## config.mk

```make
export PLATFORM = sky130hd
export DESIGN_NAME = pong_match_ctrl
export DESIGN_NICKNAME = d
export VERILOG_FILES = /design/src/rtl/pong_match_ctrl.sv
export SDC_FILE = /design/constraint.sdc
export NUM_CORES = 1
export LEC_CHECK = 0
export ABC_AREA = 1
export CORE_MARGIN = 4
export CORE_UTILIZATION = 57
export DETAILED_ROUTE_END_ITERATION = 8
export PLACE_DENSITY = 0.89
export SYNTH_ARGS = -nofsm -noshare
export SYNTH_HDL_FRONTEND = slang
export SYNTH_SLANG_ARGS = --single-unit
```

## constraint.sdc

```tcl
create_clock -name clk_i -period 2.2 [get_ports clk_i]
set_input_delay 0.44 -clock clk_i [delete_from_list [all_inputs] [get_ports clk_i]]
set_output_delay 0.44 -clock clk_i [all_outputs]
set_load 0.005 [all_outputs]
```

## src/rtl/pong_match_ctrl.sv

```systemverilog
// Pong match sequencer: serve/rally/point/game-over flow, score registers and LED drive.
// Optional build macro PONG_LED_SCORE_EN shows the scores on the LEDs instead of the state.
module pong_match_ctrl #(
   parameter int SCORE_W      = 4,
   parameter int WIN_SCORE    = 7,
   parameter int SERVE_FRAMES = 60,
   parameter int POINT_FRAMES = 90,
   parameter int LEDS_W       = 4
) (
   input  logic               clk_i,
   input  logic               rst_n_i,
   input  logic               frame_i,
   input  logic               start_i,
   input  logic               miss_l_i,
   input  logic               miss_r_i,
   output logic               ball_rst_o,
   output logic               ball_en_o,
   output logic               serve_dir_o,
   output logic [SCORE_W-1:0] score_l_o,
   output logic [SCORE_W-1:0] score_r_o,
   output logic [1:0]         winner_o,
   output logic [2:0]         state_o,
   output logic [LEDS_W-1:0]  leds_o
);

   // Zero-valued parameters behave as 1.
   localparam int SF_I   = (SERVE_FRAMES < 1) ? 1 : SERVE_FRAMES;
   localparam int PF_I   = (POINT_FRAMES < 1) ? 1 : POINT_FRAMES;
   localparam int WIN_I  = (WIN_SCORE < 1) ? 1 : WIN_SCORE;
   localparam int MAXF   = (SF_I > PF_I) ? SF_I : PF_I;
   localparam int CNT_W  = $clog2(MAXF + 1);
   localparam logic [CNT_W-1:0]   SERVE_LD = CNT_W'(SF_I);
   localparam logic [CNT_W-1:0]   POINT_LD = CNT_W'(PF_I);
   localparam logic [SCORE_W-1:0] WIN_EFF  = SCORE_W'(WIN_I);

   typedef enum logic [2:0] {
      S_IDLE  = 3'd0,
      S_SERVE = 3'd1,
      S_PLAY  = 3'd2,
      S_POINT = 3'd3,
      S_OVER  = 3'd4
   } state_t;

   // Assertion is immediate; release is seen by the FSM only after two clock edges.
   logic [1:0] rst_sync;
   logic       rst_n_int;

   always_ff @(posedge clk_i or negedge rst_n_i) begin
      if (!rst_n_i) rst_sync <= 2'b00;
      else          rst_sync <= {rst_sync[0], 1'b1};
   end

   assign rst_n_int = rst_sync[1];

   state_t               state, state_n;
   logic [CNT_W-1:0]     cnt, cnt_n;
   logic [SCORE_W-1:0]   score_l, score_r, score_l_n, score_r_n;
   logic                 serve_dir, serve_dir_n;
   logic [1:0]           winner, winner_n;
   logic [LEDS_W-1:0]    leds_n;

   function automatic logic [SCORE_W-1:0] sat_inc(input logic [SCORE_W-1:0] s);
      return (s >= WIN_EFF) ? s : s + 1'b1;
   endfunction

   always_comb begin
      state_n     = state;
      cnt_n       = cnt;
      score_l_n   = score_l;
      score_r_n   = score_r;
      serve_dir_n = serve_dir;
      winner_n    = winner;
      case (state)
         S_IDLE: begin
            if (start_i) begin
               state_n = S_SERVE;
               cnt_n   = SERVE_LD;
            end
         end
         S_SERVE: begin
            if (frame_i) begin
               if (cnt <= CNT_W'(1)) state_n = S_PLAY;
               else                  cnt_n   = cnt - 1'b1;
            end
         end
         S_PLAY: begin
            if (miss_l_i || miss_r_i) begin
               state_n = S_POINT;
               cnt_n   = POINT_LD;
               // A double miss is a void rally: nobody scores, serve side kept.
               if (miss_r_i && !miss_l_i) begin
                  score_l_n   = sat_inc(score_l);
                  serve_dir_n = 1'b1;
               end else if (miss_l_i && !miss_r_i) begin
                  score_r_n   = sat_inc(score_r);
                  serve_dir_n = 1'b0;
               end
            end
         end
         S_POINT: begin
            if (frame_i) begin
               if (cnt <= CNT_W'(1)) begin
                  if (score_l == WIN_EFF || score_r == WIN_EFF) begin
                     state_n  = S_OVER;
                     winner_n = (score_l == WIN_EFF) ? 2'b01 : 2'b10;
                  end else begin
                     state_n = S_SERVE;
                     cnt_n   = SERVE_LD;
                  end
               end else begin
                  cnt_n = cnt - 1'b1;
               end
            end
         end
         S_OVER: begin
            if (start_i) begin
               state_n     = S_SERVE;
               cnt_n       = SERVE_LD;
               score_l_n   = '0;
               score_r_n   = '0;
               winner_n    = 2'b00;
               serve_dir_n = 1'b1;
            end
         end
         default: state_n = S_IDLE;
      endcase
   end

`ifdef PONG_LED_SCORE_EN
   localparam int HI_W = LEDS_W - LEDS_W / 2;
   localparam int LO_W = LEDS_W / 2;
   logic [LEDS_W+SCORE_W-1:0] sl_ext, sr_ext;

   always_comb begin
      sl_ext = {{LEDS_W{1'b0}}, score_l_n};
      sr_ext = {{LEDS_W{1'b0}}, score_r_n};
      leds_n = {sl_ext[HI_W-1:0], sr_ext[LO_W-1:0]};
   end
`else
   always_comb begin
      leds_n    = '0;
      leds_n[0] = (state_n == S_PLAY);
      leds_n[1] = (state_n == S_SERVE);
      leds_n[2] = (state_n == S_POINT);
      leds_n[3] = (state_n == S_OVER);
   end
`endif

   always_ff @(posedge clk_i or negedge rst_n_int) begin
      if (!rst_n_int) begin
         state      <= S_IDLE;
         cnt        <= '0;
         score_l    <= '0;
         score_r    <= '0;
         serve_dir  <= 1'b1;
         winner     <= 2'b00;
         ball_rst_o <= 1'b1;
         ball_en_o  <= 1'b0;
         leds_o     <= '0;
      end else begin
         state      <= state_n;
         cnt        <= cnt_n;
         score_l    <= score_l_n;
         score_r    <= score_r_n;
         serve_dir  <= serve_dir_n;
         winner     <= winner_n;
         ball_rst_o <= (state_n != S_PLAY);
         ball_en_o  <= (state_n == S_PLAY);
         leds_o     <= leds_n;
      end
   end

   assign state_o     = state;
   assign score_l_o   = score_l;
   assign score_r_o   = score_r;
   assign serve_dir_o = serve_dir;
   assign winner_o    = winner;

endmodule

```

## Word level (Yosys, flattened, before mapping)

Cells that the tools add are included.

- Bits of input ports: 6
- Bits in registers: 29
- Output and inout port bits: 20
- Word-level logic and storage cells: 95

- Add/sub/neg operators: 3
- Reduce and logical (&&, ||, !) cells: 16
- $lt $le $gt $ge: 3
- Equal/unequal tests: 26
- Mux-type cells: 37

Operator list:

| operator | count |
|---|---|
| $mux 7 | 7 |
| $mux 4 | 8 |
| $pmux 7 s4 | 1 |
| $ne 2x2->1 const B | 12 |
| $mux 3 | 7 |
| $pmux 4 s2 | 2 |
| $eq 3x2->1 const B | 4 |
| $pmux 3 s4 | 1 |
| $mux 2 | 5 |
| $reduce_and 5->1 | 2 |
| $add 4x1->4 const B | 2 |
| $eq 4x3->1 const B | 2 |
| $ge 4x3->1 const B | 2 |
| $le 7x1->1 const B | 1 |
| $reduce_and 7->1 | 1 |
| $sub 7x1->7 const B | 1 |
| $eq 3x1->1 const B | 2 |
| $eq 3x3->1 const B | 2 |
| $ne 3x3->1 const B | 2 |
| $reduce_and 6->1 | 1 |
| $mux 1 | 4 |
| $pmux 2 s2 | 1 |
| $reduce_and 4->1 | 1 |
| $reduce_bool 2->1 | 2 |
| 9 further kinds | 12 |

## Depth between registers and ports, before layout

Gate-level depths: netlist of the first run.

- Depth after elaboration: 7
- Gate-level depth with buffers: 10
- Mapped depth without buffers: 10

## Worst setup path before layout of the first run

OpenSTA, ideal clock, no wires.

- Path type: register -> register
- Start point: reg cnt[0]
- End point: reg cnt[6]
- Clock period less this slack: 1.474 ns
- Stages on the path, launching flop included: 11
- Data required time: 2.084 ns
- Arrival: 1.357 ns
- Buffers on the path: 0
- Setup time: 0.116 ns
- Setup slack: 0.726 ns
- Cell sequence: dfrtp_1 > inv_1 > ha_1 > nor3b_1 > nand2_1 > nand2_1 > nand2_1 > nand2_1 > nand2_1 > nand2_1 > nand2_1

- Cells in the longest elaborated chain, start to end: 4
- Elaborated cells on any way between the ends: 10
- Classes of those cells: 1 x add/sub; 1 x order compare; 2 x eq/ne; 5 x mux; 1 x reduce/logical

Ends and longest elaborated chain:

| item | line | source |
|---|---|---|
| start: declaration | 56 | `logic [CNT_W-1:0] cnt, cnt_n;` |
| start signal: assignment | 162 | `cnt <= cnt_n;` |
| $sub 7x1->7 / $le 7x1->1 (equally long branches) | n/a |  |
| $mux 7, on equally long branches | 102, 82 |  |
| $mux 7, on equally long branches | 101, 81 |  |
| $pmux 7 s4 | 73 | `case (state)` |

Several ways; a longest one is shown, not always the timed one. The select of a mux whose other input is x is not followed.
A chain may end at the register's enable or synchronous reset.

## Final worst setup path of the first run

- Start point: reg state[2], in the netlist state_o[2]
- End point: out state_o[2]

RTL lines:

| item | line | source |
|---|---|---|
| start: declaration | 55 | `state_t state, state_n;` |
| start signal: assignment | 161 | `state <= state_n;` |
| end: declaration | 22 | `output logic [2:0] state_o,` |

No word-level cell between the ends.

==> impl_table.tex, run 1 <==
\begin{tabular}{lr}
\hline
Metric & Value \\
\hline
\multicolumn{2}{l}{\textbf{CTS}} \\
Count of instances resized after the clock tree is built & 0 \\
Cts bufs inserted & 3 \\
Clk slew on worst S/H paths & 0.14 ns \\
Insertion delay to the later sink of the worst-skew pair & approximately 0.32 ns \\
Clock buffer depth & 2 \\
Sink count of the clock tree & 28 \\
CTS tree & done \\
Root Buffer & sky130\_fd\_sc\_hd\_\_clkbuf\_4 \\
Postcts setup bufs & 0 \\
H-tree lvl count & 1 \\
Number of buffers inserted by hold repair at cts & 0 \\
\multicolumn{2}{l}{\textbf{Setup path}} \\
Type of the worst setup path & flip-flop to output pin \\
Register-to-register path setup slack & between 0.4 and 0.5 ns \\
Reg-to-reg endpoint & cnt[6] \\
Capturing element type of the critical path & output pin \\
Data arrival, critical path & 1.39 ns \\
Count of buffer and inverter cells on the critical path & 1 \\
Kind of launch point of the worst setup path & flip-flop \\
Maximum fanout count along the critical path & 5 \\
Data required time of the worst path & 1.76 ns \\
Highest-delay cell along the critical path & sky130\_fd\_sc\_hd\_\_clkdlybuf4s50\_1 \\
Crit path cell chain & clkdlybuf4s50\_1 \\
Launching instance or port of the critical path & state\_o[2] \\
Critical register-to-register path startpoint & cnt[0] \\
Crit path largest cell delay & 0.55 ns \\
Top delay family on crit path & buffers and inverters \\
FF-to-FF path depth & 10 \\
\multicolumn{2}{l}{\textbf{Timing}} \\
Worst setup slack after layout & around 0.37 ns \\
Share of the clock period used by the worst path after layout & 0.831 \\
Setup repair after global routing missed its margin & false \\
Worst slew slack as a fraction of its limit & 0.664 \\
Fmax & $\sim$550 MHz \\
Setup TNS & 0 ns \\
Worst-Margin Slew & 0.504 ns \\
Setup skew after layout & roughly 0.009 ns \\
Number of max-slew violations in the final report & 0 \\
Final worst path period need & 1.83 ns \\
Final Hold Viols & 0 \\
Setup-violating endpoint count in the final report & 0 \\
\multicolumn{2}{l}{\textbf{Worst hold path}} \\
Path type of the worst min-delay path & flip-flop to async pin \\
\multicolumn{2}{l}{\textbf{Route}} \\
\# DRC & 0 \\
Iter 0 DRT Violations & 61 \\
Number of vias per cell after detailed routing & 5.59 \\
Average wire per cell in the routed design & 12.8 um \\
Remaining antenna violation count & 0 \\
Vias & 1,544 \\
Total length of routed wires & roughly 3500 um \\
Number of detailed-routing iterations run before antenna repair & 4 \\
\multicolumn{2}{l}{\textbf{GRT}} \\
Antenna violations before repair & 0 \\
Combined global-route utilization of all metal layers & 0.201 \\
First-pass GRT wire length & 6490 um \\
Grt ovf & 0 \\
Maximum number of pins on one net before global-route repair & 15 \\
Via count of the first global-routing pass & 1,505 \\
\multicolumn{2}{l}{\textbf{Placement}} \\
Final weighted congestion in routability-driven placement & around 0.9 \\
Cell count after placement & 273 \\
Pre-CTS setup slack & 0.193 ns \\
Placed wire-length estimate & about 2900 um \\
Port Buf Inserts & 25 \\
\multicolumn{2}{l}{\textbf{Layout}} \\
Diode count & 0 \\
Layout cells sized above 1 & 0.131 \\
Layout Area Growth over Synthesis & 18.4\% \\
NumNets Final & 260 \\
Post-layout instance count excluding filler cells & approximately 280 \\
FILL cells & 227 \\
\multicolumn{2}{l}{\textbf{Floorplan}} \\
Area of the die & $\sim$3900 um\^{}2 \\
Initial standard-cell utilization of the core & 0.603 \\
Boundary pin count & 26 \\
Floorplan die width & roughly 62 um \\
Area of the placeable core & 2810 um\^{}2 \\
Die extent in y & 62.5 um \\
Number of placement rows & 19 \\
\multicolumn{2}{l}{\textbf{Synthesis}} \\
Register bit total from synthesis & 28 \\
Total nets after synthesis & between 200 and 250 \\
Average size of a mapped cell & 7.79 um\^{}2 \\
Cell count after synthesis & 217 \\
Area of the mapped netlist & 1690 um\^{}2 \\
Synth warnings & 0 \\
Cell variety after synth & 28 \\
Sequential cell area fraction in the yosys report & 0.416 \\
\multicolumn{2}{l}{\textbf{Power}} \\
Largest voltage drop on the vdd net & 0.737 mV \\
Static Leak & 1.01 nW \\
Cell-internal power & 1.41 mW \\
Clock share of power & 0.080 \\
Combinational share of power & 0.554 \\
Sequential share of power & 0.366 \\
Sw Share & 0.446 \\
Power dissipated by switching net loads & around 1.1 mW \\
Power density over the cells & between 1000 and 1500 nW/um\^{}2 \\
\multicolumn{2}{l}{\textbf{Flow run}} \\
Max-capacitance violation count & 0 \\
\multicolumn{2}{l}{\textbf{Outcome}} \\
Status & completed \\
\hline
\end{tabular}
-- worst max-delay path by stage --
stage / cells past startpoint / end
floorplan: 10 / cnt[6]
CTS: 1 / state_o[2]
global placement: 9 / cnt[2]
finish: 1 / state_o[2]
global route: 10 / cnt[6]
detailed placement: 9 / cnt[3]
-- kinds of logic (layout without fill, tap and decap cells) --
kind of cell             count (synthesis)  in the layout  synth area share
AO/OA/AOI/OAI                           27             27            0.0925
XOR/XNOR                                 2              2            0.0104
adder cells (fa/ha/maj)                  7              7            0.0518
buffers and inverters                   27             55            0.0622
flip-flops                              28             28             0.416
multiplexers                             1              1           0.00592
other                                    1              1           0.00222
AND/OR/NAND/NOR                        124            124             0.359
-- metrics by stage --
stage	hold slack (ns)	power [mW]	cell area, um^2	utilization
finish	0.212	2.54	2000	0.714
global route	0.229	2.81	2000	0.714
CTS	0.241	2.55	2000	0.714
detailed placement	0.233	2.35	1980	0.706
global placement	0.226	2.29	1980	0.706
floorplan	0.144	1.84	1690	-
-- layout make-up --
| cell class | count | area [um^2] | share of cell area |
|---|---|---|---|
| clock buffers | 3 | 22.5 | 0.0113 |
| flip-flops and latches | 28 | 703 | 0.351 |
| repair buffers | 26 | 258 | 0.129 |
| inverters | 26 | 97.6 | 0.0487 |
| multi-input cells | 162 | 882 | 0.441 |
| well taps | 31 | 38.8 | 0.0194 |
-- registers in the layout (all words and copies together) (netlist names) --
name / flops
ball_rst_o: 1
cnt: 7
leds_o: 4
rst_sync: 2
score_l_o: 4
score_r_o: 4
serve_dir_o: 1
state_o: 3
winner_o: 2
-- cell usage in the layout (no fill, tap or decap), drive strengths merged, types with 2 or more instances in the layout --
cell	n
a21oi	8
clkbuf	3
clkdlybuf4s50	25
dfrtp	26
dfstp	2
ha	7
inv	26
nand2	66
nand3	24
nand4	4
nor2	28
o21ai	16
xor2	2
-- power by group through the flow --
stage	Sequential, mW	Clock, mW	Combinational (mW)
global route	0.970	0.240	1.60
floorplan	0.916	0	0.922
detailed placement	0.943	0	1.40
finish	0.931	0.204	1.41
CTS	0.934	0.208	1.41
global placement	0.935	0	1.35
-- layer usage --
layer  routed length (um)  global-route usage  up-vias  part of all wire
li1                     -                   -      753                 -
met4                   59              0.0854        0             0.017
met5                    0                   0        -                 0
met1                 1590               0.264      725              0.45
met2                 1720               0.332       59              0.49
met3                  163              0.0288        7             0.046
-- synthesized netlist by cell type (all sizes together) --
cell | count | area, um^2
or2 | 1 | 6.26
inv | 26 | 97.6
nor3b | 1 | 7.51
o21bai | 1 | 7.51
nand2 | 66 | 283
dfrtp | 26 | 651
nor2 | 28 | 160
mux2i | 1 | 10.0
xor2 | 2 | 17.5
o22ai | 1 | 6.26
dfstp | 2 | 52.6
nand4 | 4 | 25.0
ha | 7 | 87.6
conb | 1 | 3.75
buf | 1 | 7.51
o211ai | 1 | 7.51
nand3 | 24 | 125
a21oi | 8 | 51.3
o21ai | 16 | 83.8
-- worst register-to-register path: stages (launching register included) --
cell and delay (ns):
sky130_fd_sc_hd__dfrtp_1 0.44, sky130_fd_sc_hd__inv_1 0.15, sky130_fd_sc_hd__ha_1 0.22, sky130_fd_sc_hd__nor3b_1 0.44
sky130_fd_sc_hd__nand2_1 0.11, sky130_fd_sc_hd__nand2_1 0.08, sky130_fd_sc_hd__nand2_1 0.05, sky130_fd_sc_hd__nand2_1 0.06
sky130_fd_sc_hd__nand2_1 0.05, sky130_fd_sc_hd__nand2_1 0.05, sky130_fd_sc_hd__nand2_1 0.04
Note: power is estimated with default switching activity, not from simulation.
==> inputs of run 2 (changes only) <==
--- a/config.mk
+++ b/config.mk
@@ -7,9 +7,9 @@
 export LEC_CHECK = 0
 export ABC_AREA = 1
 export CORE_MARGIN = 4
-export CORE_UTILIZATION = 57
+export CORE_UTILIZATION = 53
 export DETAILED_ROUTE_END_ITERATION = 8
-export PLACE_DENSITY = 0.89
+export PLACE_DENSITY = 0.84
 export SYNTH_ARGS = -nofsm -noshare
 export SYNTH_HDL_FRONTEND = slang
 export SYNTH_SLANG_ARGS = --single-unit
==> constraint.sdc (replaced) <==
create_clock -name clk_i -period 1.9 [get_ports clk_i]
set_input_delay 0.38 -clock clk_i [delete_from_list [all_inputs] [get_ports clk_i]]
set_output_delay 0.38 -clock clk_i [all_outputs]
set_load 0.005 [all_outputs]
==> run 2 against run 1 <==
Effect of this change:
- clock power increased by 92%
- routed wire length down 1.8%
- power rose by 21%
- first-iteration DRC count increased by 39%
- clock-buffer cell count unchanged
- clock skew shrank 0.0029 ns
==> impl_table.tex, run 2 (synthesis results as in run 1) <==
\begin{tabular}{lr}
\hline
Metric & Value \\
\hline
\multicolumn{2}{l}{\textbf{Setup path}} \\
Maximum fanout count along the critical path & 5 (unchanged) \\
Capturing element type of the critical path & output pin \\
Top delay family on crit path & buffers and inverters \\
Register-to-register path setup slack & 0.28 ns (-0.14 ns) \\
Type of the worst setup path & flip-flop to output pin \\
Crit path cell chain & clkdlybuf4s50\_1 \\
Kind of launch point of the worst setup path & flip-flop \\
Reg-to-reg endpoint & cnt[3] \\
Logic depth of the worst path, buffers included & 1 (unchanged) \\
Capture point of the worst path & state\_o[2] \\
Launching instance or port of the critical path & state\_o[2] \\
Highest-delay cell along the critical path & sky130\_fd\_sc\_hd\_\_clkdlybuf4s50\_1 \\
Data arrival, critical path & 1.41 ns (+0.02 ns) \\
FF-to-FF path depth & 9 (-1) \\
Data required time of the worst path & 1.52 ns (-0.24 ns) \\
Count of buffer and inverter cells on the critical path & 1 (unchanged) \\
Critical register-to-register path startpoint & score\_l\_o[0] \\
Crit path largest cell delay & 0.56 ns (about the same) \\
\multicolumn{2}{l}{\textbf{Outcome}} \\
Status & completed \\
\multicolumn{2}{l}{\textbf{CTS}} \\
Insertion delay to the later sink of the worst-skew pair & 0.33 ns (about the same) \\
Root Buffer & sky130\_fd\_sc\_hd\_\_clkbuf\_4 \\
Clk slew on worst S/H paths & 0.15 ns (about the same) \\
Sink count of the clock tree & 28 (unchanged) \\
Postcts setup bufs & 0 (unchanged) \\
Number of buffers inserted by hold repair at cts & 0 (unchanged) \\
Clock buffer depth & 2 (unchanged) \\
Cts bufs inserted & 3 (unchanged) \\
H-tree lvl count & 1 (unchanged) \\
Count of instances resized after the clock tree is built & 0 (unchanged) \\
CTS tree & done \\
\multicolumn{2}{l}{\textbf{Timing}} \\
Number of max-slew violations in the final report & 0 (unchanged) \\
WHS & 0.107 ns (-0.105 ns) \\
Final worst path period need & 1.79 ns \\
Setup repair after global routing missed its margin & false \\
Setup skew after layout & 0.00604 ns (-0.00295 ns) \\
Setup-violating endpoint count in the final report & 0 (unchanged) \\
Share of the clock period used by the worst path after layout & 0.941 \\
Worst setup slack after layout & 0.112 ns (-0.259 ns) \\
Fmax & 559 MHz \\
Final Hold Viols & 0 (unchanged) \\
\multicolumn{2}{l}{\textbf{Power}} \\
Static Leak & 1.03 nW (+2.0\%) \\
Total power & 3.09 mW (+21\%) \\
Largest voltage drop on the vdd net & 0.648 mV (-12\%) \\
Power density over the cells & 1500 nW/um\^{}2 (+18\%) \\
\multicolumn{2}{l}{\textbf{Floorplan}} \\
Boundary pin count & 26 (unchanged) \\
Die extent in y & 64.5 um (+3.2\%) \\
Area of the placeable core & 3050 um\^{}2 (+8.8\%) \\
Initial standard-cell utilization of the core & 0.554 (-0.0489) \\
Area of the die & 4160 um\^{}2 (+6.6\%) \\
Number of placement rows & 20 (+1) \\
Floorplan die width & 64.5 um (+3.2\%) \\
\multicolumn{2}{l}{\textbf{Layout}} \\
NumNets Final & 261 (+0.38\%) \\
Layout Area Growth over Synthesis & 21.9\% \\
Flip-flop count of the largest register, all copies and words added & 7 (unchanged) \\
Utilization of the core after routing & 0.675 (-0.0386) \\
Layout cells sized above 1 & 0.142 (+0.0111) \\
Most common cell after layout, fill and taps aside & sky130\_fd\_sc\_hd\_\_nand2\_1 \\
Register containing the most flip-flops in the final layout & cnt \\
Commonest non-fill, non-tap cells in the layout & sky130\_fd\_sc\_hd\_\_nand2\_1 (58), sky130\_fd\_sc\_hd\_\_dfrtp\_1 (26), sky130\_fd\_sc\_hd\_\_clkdlybuf4s50\_1 (25), sky130\_fd\_sc\_hd\_\_nand3\_1 (23), sky130\_fd\_sc\_hd\_\_inv\_1 (21) \\
Diode count & 0 (unchanged) \\
\multicolumn{2}{l}{\textbf{GRT}} \\
Grt ovf & 0 (unchanged) \\
First-pass GRT wire length & 6170 um (-5.0\%) \\
Antenna violations before repair & 0 (unchanged) \\
Combined global-route utilization of all metal layers & 0.185 (-0.0167) \\
Maximum number of pins on one net before global-route repair & 21 (+6) \\
Via count of the first global-routing pass & 1,448 (-3.8\%) \\
\multicolumn{2}{l}{\textbf{Placement}} \\
Final weighted congestion in routability-driven placement & 0.876 (-4.4\%) \\
Placed wire-length estimate & 2660 um (-7.7\%) \\
Port Buf Inserts & 25 (unchanged) \\
Pre-CTS setup slack & -0.0454 ns (-0.239 ns) \\
\multicolumn{2}{l}{\textbf{Route}} \\
Average wire per cell in the routed design & 11.9 um (-6.9\%) \\
\# DRC & 0 (unchanged) \\
Remaining antenna violation count & 0 (unchanged) \\
Number of vias per cell after detailed routing & 5.29 (-5.4\%) \\
Number of detailed-routing iterations run before antenna repair & 4 (unchanged) \\
Total length of routed wires & 3470 um (-1.8\%) \\
Vias & 1,540 (-0.26\%) \\
Iter 0 DRT Violations & 85 (+39\%) \\
\multicolumn{2}{l}{\textbf{Flow run}} \\
Max-capacitance violation count & 0 (unchanged) \\
\multicolumn{2}{l}{\textbf{Worst hold path}} \\
Path type of the worst min-delay path & flip-flop to async pin \\
\hline
\end{tabular}
## run 2: cell count changes in the layout (fill, tap and decap cells not counted), sizes merged
| cell | delta |
|---|---|
| buf | +1 |
| bufinv | +1 |
## run 2: worst min-delay path by stage
stage | from | to | slack, ns | cells past startpoint
5_1_grt | rst_sync[1] | score_l_o[3] | 0.12 | 0
3_3_place_gp | rst_sync[1] | score_l_o[1] | 0.11 | 0
3_5_place_dp | rst_sync[1] | score_l_o[0] | 0.12 | 0
2_1_floorplan | rst_n_i | rst_sync[0] | 0.08 | 0
6_report | rst_sync[1] | score_l_o[3] | 0.11 | 0
4_1_cts | rst_sync[1] | score_l_o[1] | 0.12 | 0
## run 2: layout make-up
| cell class | count | area (um^2) |
|---|---|---|
| Clock inverter | 1 | 30.0 |
| Sequential cell | 28 | 703 |
| Multi-Input combinational cell | 162 | 887 |
| Timing Repair Buffer | 27 | 265 |
| Inverter | 26 | 97.6 |
| Fill cell | 273 | 992 |
| Tap cell | 44 | 55.1 |
| Clock buffer | 3 | 22.5 |
## run 2: routing by layer
metal	vias to the layer above	GRT usage	wire length, um
li1	755	-	-
met1	724	0.256	1570
met2	57	0.294	1630
met3	4	0.0329	234
met4	0	0.0580	30
met5	-	0	0
## run 2: report_power, final
group / total [mW] / switching, mW / internal, mW
combinational: 1.62 / 0.897 / 0.725
sequential: 1.08 / 0.239 / 0.837
clock: 0.392 / 0.179 / 0.214
total: 3.09 / 1.31 / 1.78
## run 2: metrics by stage
step | std cells | cell area, um^2 | setup TNS, ns
3_5_place_dp | 287 | 2000 | -0.0454
4_1_cts | 291 | 2060 | 0
3_3_place_gp | 287 | 2000 | 0
5_1_grt | 291 | 2060 | 0
6_report | 291 | 2060 | 0
2_1_floorplan | 217 | 1690 | 0
==> inputs of run 3 (changes only) <==
--- a/config.mk
+++ b/config.mk
@@ -6,10 +6,12 @@
 export NUM_CORES = 1
 export LEC_CHECK = 0
 export ABC_AREA = 1
+export CELL_PAD_IN_SITES_DETAIL_PLACEMENT = 0
+export CELL_PAD_IN_SITES_GLOBAL_PLACEMENT = 1
 export CORE_MARGIN = 4
-export CORE_UTILIZATION = 53
+export CORE_UTILIZATION = 39
 export DETAILED_ROUTE_END_ITERATION = 8
-export PLACE_DENSITY = 0.84
+export PLACE_DENSITY = 0.76
 export SYNTH_ARGS = -nofsm -noshare
 export SYNTH_HDL_FRONTEND = slang
 export SYNTH_SLANG_ARGS = --single-unit
==> run 3 against run 2 <==
Effect of this change:
- largest power group unchanged
- clock-buffer cell count up 1
- flip-flop and latch count stayed put
- sequential share of layout area fell by 0.21 points
==> impl_table.tex, run 3 (synthesis results as in run 1) <==
\begin{tabular}{lr}
\hline
Metric & Value \\
\hline
\multicolumn{2}{l}{\textbf{Outcome}} \\
Status & completed \\
\multicolumn{2}{l}{\textbf{Route}} \\
Average wire per cell in the routed design & 12.4 um (+4.3\%) \\
Iter 0 DRT Violations & 54 (-36\%) \\
Vias & 1,468 (-4.7\%) \\
Total length of routed wires & 3700 um (+6.8\%) \\
Number of vias per cell after detailed routing & 4.93 (-6.9\%) \\
Remaining antenna violation count & 0 (unchanged) \\
\# DRC & 0 (unchanged) \\
Number of detailed-routing iterations run before antenna repair & 4 (unchanged) \\
\multicolumn{2}{l}{\textbf{Setup path}} \\
Data required time of the worst path & 1.52 ns (about the same) \\
Crit path largest cell delay & 0.55 ns (about the same) \\
Data arrival, critical path & 1.32 ns (-0.09 ns) \\
Type of the worst setup path & flip-flop to output pin \\
Maximum fanout count along the critical path & 5 (unchanged) \\
Count of buffer and inverter cells on the critical path & 1 (unchanged) \\
Crit path cell chain & clkdlybuf4s50\_1 \\
Capturing element type of the critical path & output pin \\
Highest-delay cell along the critical path & sky130\_fd\_sc\_hd\_\_clkdlybuf4s50\_1 \\
Kind of launch point of the worst setup path & flip-flop \\
Top delay family on crit path & buffers and inverters \\
\multicolumn{2}{l}{\textbf{Layout}} \\
Diode count & 0 (unchanged) \\
Commonest non-fill, non-tap cells in the layout & sky130\_fd\_sc\_hd\_\_nand2\_1 (58), sky130\_fd\_sc\_hd\_\_dfrtp\_1 (26), sky130\_fd\_sc\_hd\_\_clkdlybuf4s50\_1 (25), sky130\_fd\_sc\_hd\_\_nand3\_1 (23), sky130\_fd\_sc\_hd\_\_inv\_1 (21) \\
Summed area of non-filler cells in the final layout & 2070 um\^{}2 (+0.61\%) \\
Register cell area after layout & 703 um\^{}2 (unchanged) \\
Post-layout instance count excluding filler cells & 298 (+2.4\%) \\
Area used by multi-input combinational logic & 882 um\^{}2 (-0.56\%) \\
Layout Area Growth over Synthesis & 22.6\% \\
Layout cells sized above 1 & 0.141 (-0.000571) \\
Most common cell after layout, fill and taps aside & sky130\_fd\_sc\_hd\_\_nand2\_1 \\
Register containing the most flip-flops in the final layout & cnt \\
Utilization of the core after routing & 0.507 (-0.168) \\
FILL cells & 422 (+55\%) \\
Flip-flop count of the largest register, all copies and words added & 7 (unchanged) \\
NumNets Final & 262 (+0.38\%) \\
\multicolumn{2}{l}{\textbf{Placement}} \\
Placed wire-length estimate & 2950 um (+11\%) \\
Port Buf Inserts & 25 (unchanged) \\
Cell count after placement & 294 (+2.4\%) \\
Total cell area at the placement stage & 2020 um\^{}2 (+0.75\%) \\
Final weighted congestion in routability-driven placement & 0.840 (-4.2\%) \\
\multicolumn{2}{l}{\textbf{Timing}} \\
Setup repair after global routing missed its margin & false \\
Number of max-slew violations in the final report & 0 (unchanged) \\
Setup skew after layout & 0.00312 ns (-0.00292 ns) \\
Fmax & 587 MHz (+4.9\%) \\
Final worst path period need & 1.70 ns (-0.0835 ns) \\
Setup-violating endpoint count in the final report & 0 (unchanged) \\
Share of the clock period used by the worst path after layout & 0.897 (-0.0440) \\
Final Hold Viols & 0 (unchanged) \\
\multicolumn{2}{l}{\textbf{Power}} \\
Power density over the cells & 1480 nW/um\^{}2 (-1.4\%) \\
Total power & 3.06 mW (-0.81\%) \\
Static Leak & 1.04 nW (+0.46\%) \\
Largest voltage drop on the vdd net & 0.652 mV (+0.60\%) \\
\multicolumn{2}{l}{\textbf{CTS}} \\
Count of instances resized after the clock tree is built & 0 (unchanged) \\
H-tree lvl count & 1 (unchanged) \\
Sink count of the clock tree & 28 (unchanged) \\
Insertion delay to the later sink of the worst-skew pair & 0.27 ns (-0.06 ns) \\
Clock buffer depth & 2 (unchanged) \\
Postcts setup bufs & 0 (unchanged) \\
Root Buffer & sky130\_fd\_sc\_hd\_\_clkbuf\_8 \\
CTS tree & done \\
Cts bufs inserted & 3 (unchanged) \\
Number of buffers inserted by hold repair at cts & 0 (unchanged) \\
Clk slew on worst S/H paths & 0.09 ns (-0.06 ns) \\
\multicolumn{2}{l}{\textbf{Flow run}} \\
Max-capacitance violation count & 0 (unchanged) \\
\multicolumn{2}{l}{\textbf{GRT}} \\
Combined global-route utilization of all metal layers & 0.149 (-0.0352) \\
First-pass GRT wire length & 6410 um (+3.9\%) \\
Grt ovf & 0 (unchanged) \\
Maximum number of pins on one net before global-route repair & 21 (unchanged) \\
Antenna violations before repair & 0 (unchanged) \\
Via count of the first global-routing pass & 1,424 (-1.7\%) \\
\multicolumn{2}{l}{\textbf{Floorplan}} \\
Floorplan die width & 73.8 um (+15\%) \\
Boundary pin count & 26 (unchanged) \\
Initial standard-cell utilization of the core & 0.414 (-0.140) \\
Area of the die & 5450 um\^{}2 (+31\%) \\
Area of the placeable core & 4090 um\^{}2 (+34\%) \\
Number of placement rows & 23 (+15\%) \\
Die extent in y & 73.8 um (+15\%) \\
\multicolumn{2}{l}{\textbf{Worst hold path}} \\
Path type of the worst min-delay path & flip-flop to async pin \\
\hline
\end{tabular}
==> run 3: cell types whose count changed in the layout (fill, tap and decap cells not counted), sizes merged <==
| cell | before | now |
|---|---|---|
| clkbuf | 3 | 4 |
| bufinv | 1 | 0 |
| buf | 2 | 3 |
==> run 3: final cells by class <==
class | instances | share of cell area
multi-input combinational | 162 | 0.425
sequential | 28 | 0.339
timing repair buffer | 28 | 0.132
inverter | 26 | 0.0471
tap | 50 | 0.0302
clock buffer | 4 | 0.0266
==> run 3: metal layers <==
metal  vias up  wire length (um)  share of wire  GRT usage
met2        31              1680           0.45      0.242
met1       674              1850           0.50      0.203
met5         -                 0              0          0
met3         5               132          0.036     0.0274
met4         0                44          0.012     0.0423
li1        758                 -              -          -
==> run 3: through the flow <==
step / hold WS (ns) / setup slack [ns] / setup TNS (ns)
global placement: 0.122 / 0.0193 / 0
global route: 0.166 / 0.0828 / 0
detailed placement: 0.132 / -0.0220 / -0.0279
CTS: 0.142 / 0.180 / 0
finish: 0.127 / 0.196 / 0
floorplan: 0.0844 / 0.426 / 0
==> run 3: worst register-to-register path: cells and delay by family, from the launching register on <==
kind | cells | cell delay (ns)
fa+ha+maj | 1 | 0.14
flops | 1 | 0.43
simple gates | 3 | 0.48
buf+inv | 3 | 0.23
compound gates | 2 | 0.34
==> run 3: worst paths after layout <==
check	start	to	slack (ns)	cells after the start
min in group clk_i	rst_sync[0]	rst_sync[1]	0.36	0
setup reg to reg	cnt[1]	leds_o[0]	0.24	9
setup / recovery	state_o[2]	state_o[2]	0.20	1
hold / removal	rst_sync[1]	cnt[0]	0.13	0
max in group asynchronous	rst_sync[1]	ball_rst_o	1.14	1
hold reg to reg	rst_sync[1]	cnt[0]	0.13	0
==> run 3: power by group <==
| group | switching, mW | internal, mW | total [mW] | leakage [nW] |
|---|---|---|---|---|
| Combinational | 0.896 | 0.729 | 1.63 | 0.677 |
| Clock | 0.184 | 0.186 | 0.369 | 0.0288 |
| Sequential | 0.231 | 0.838 | 1.07 | 0.334 |
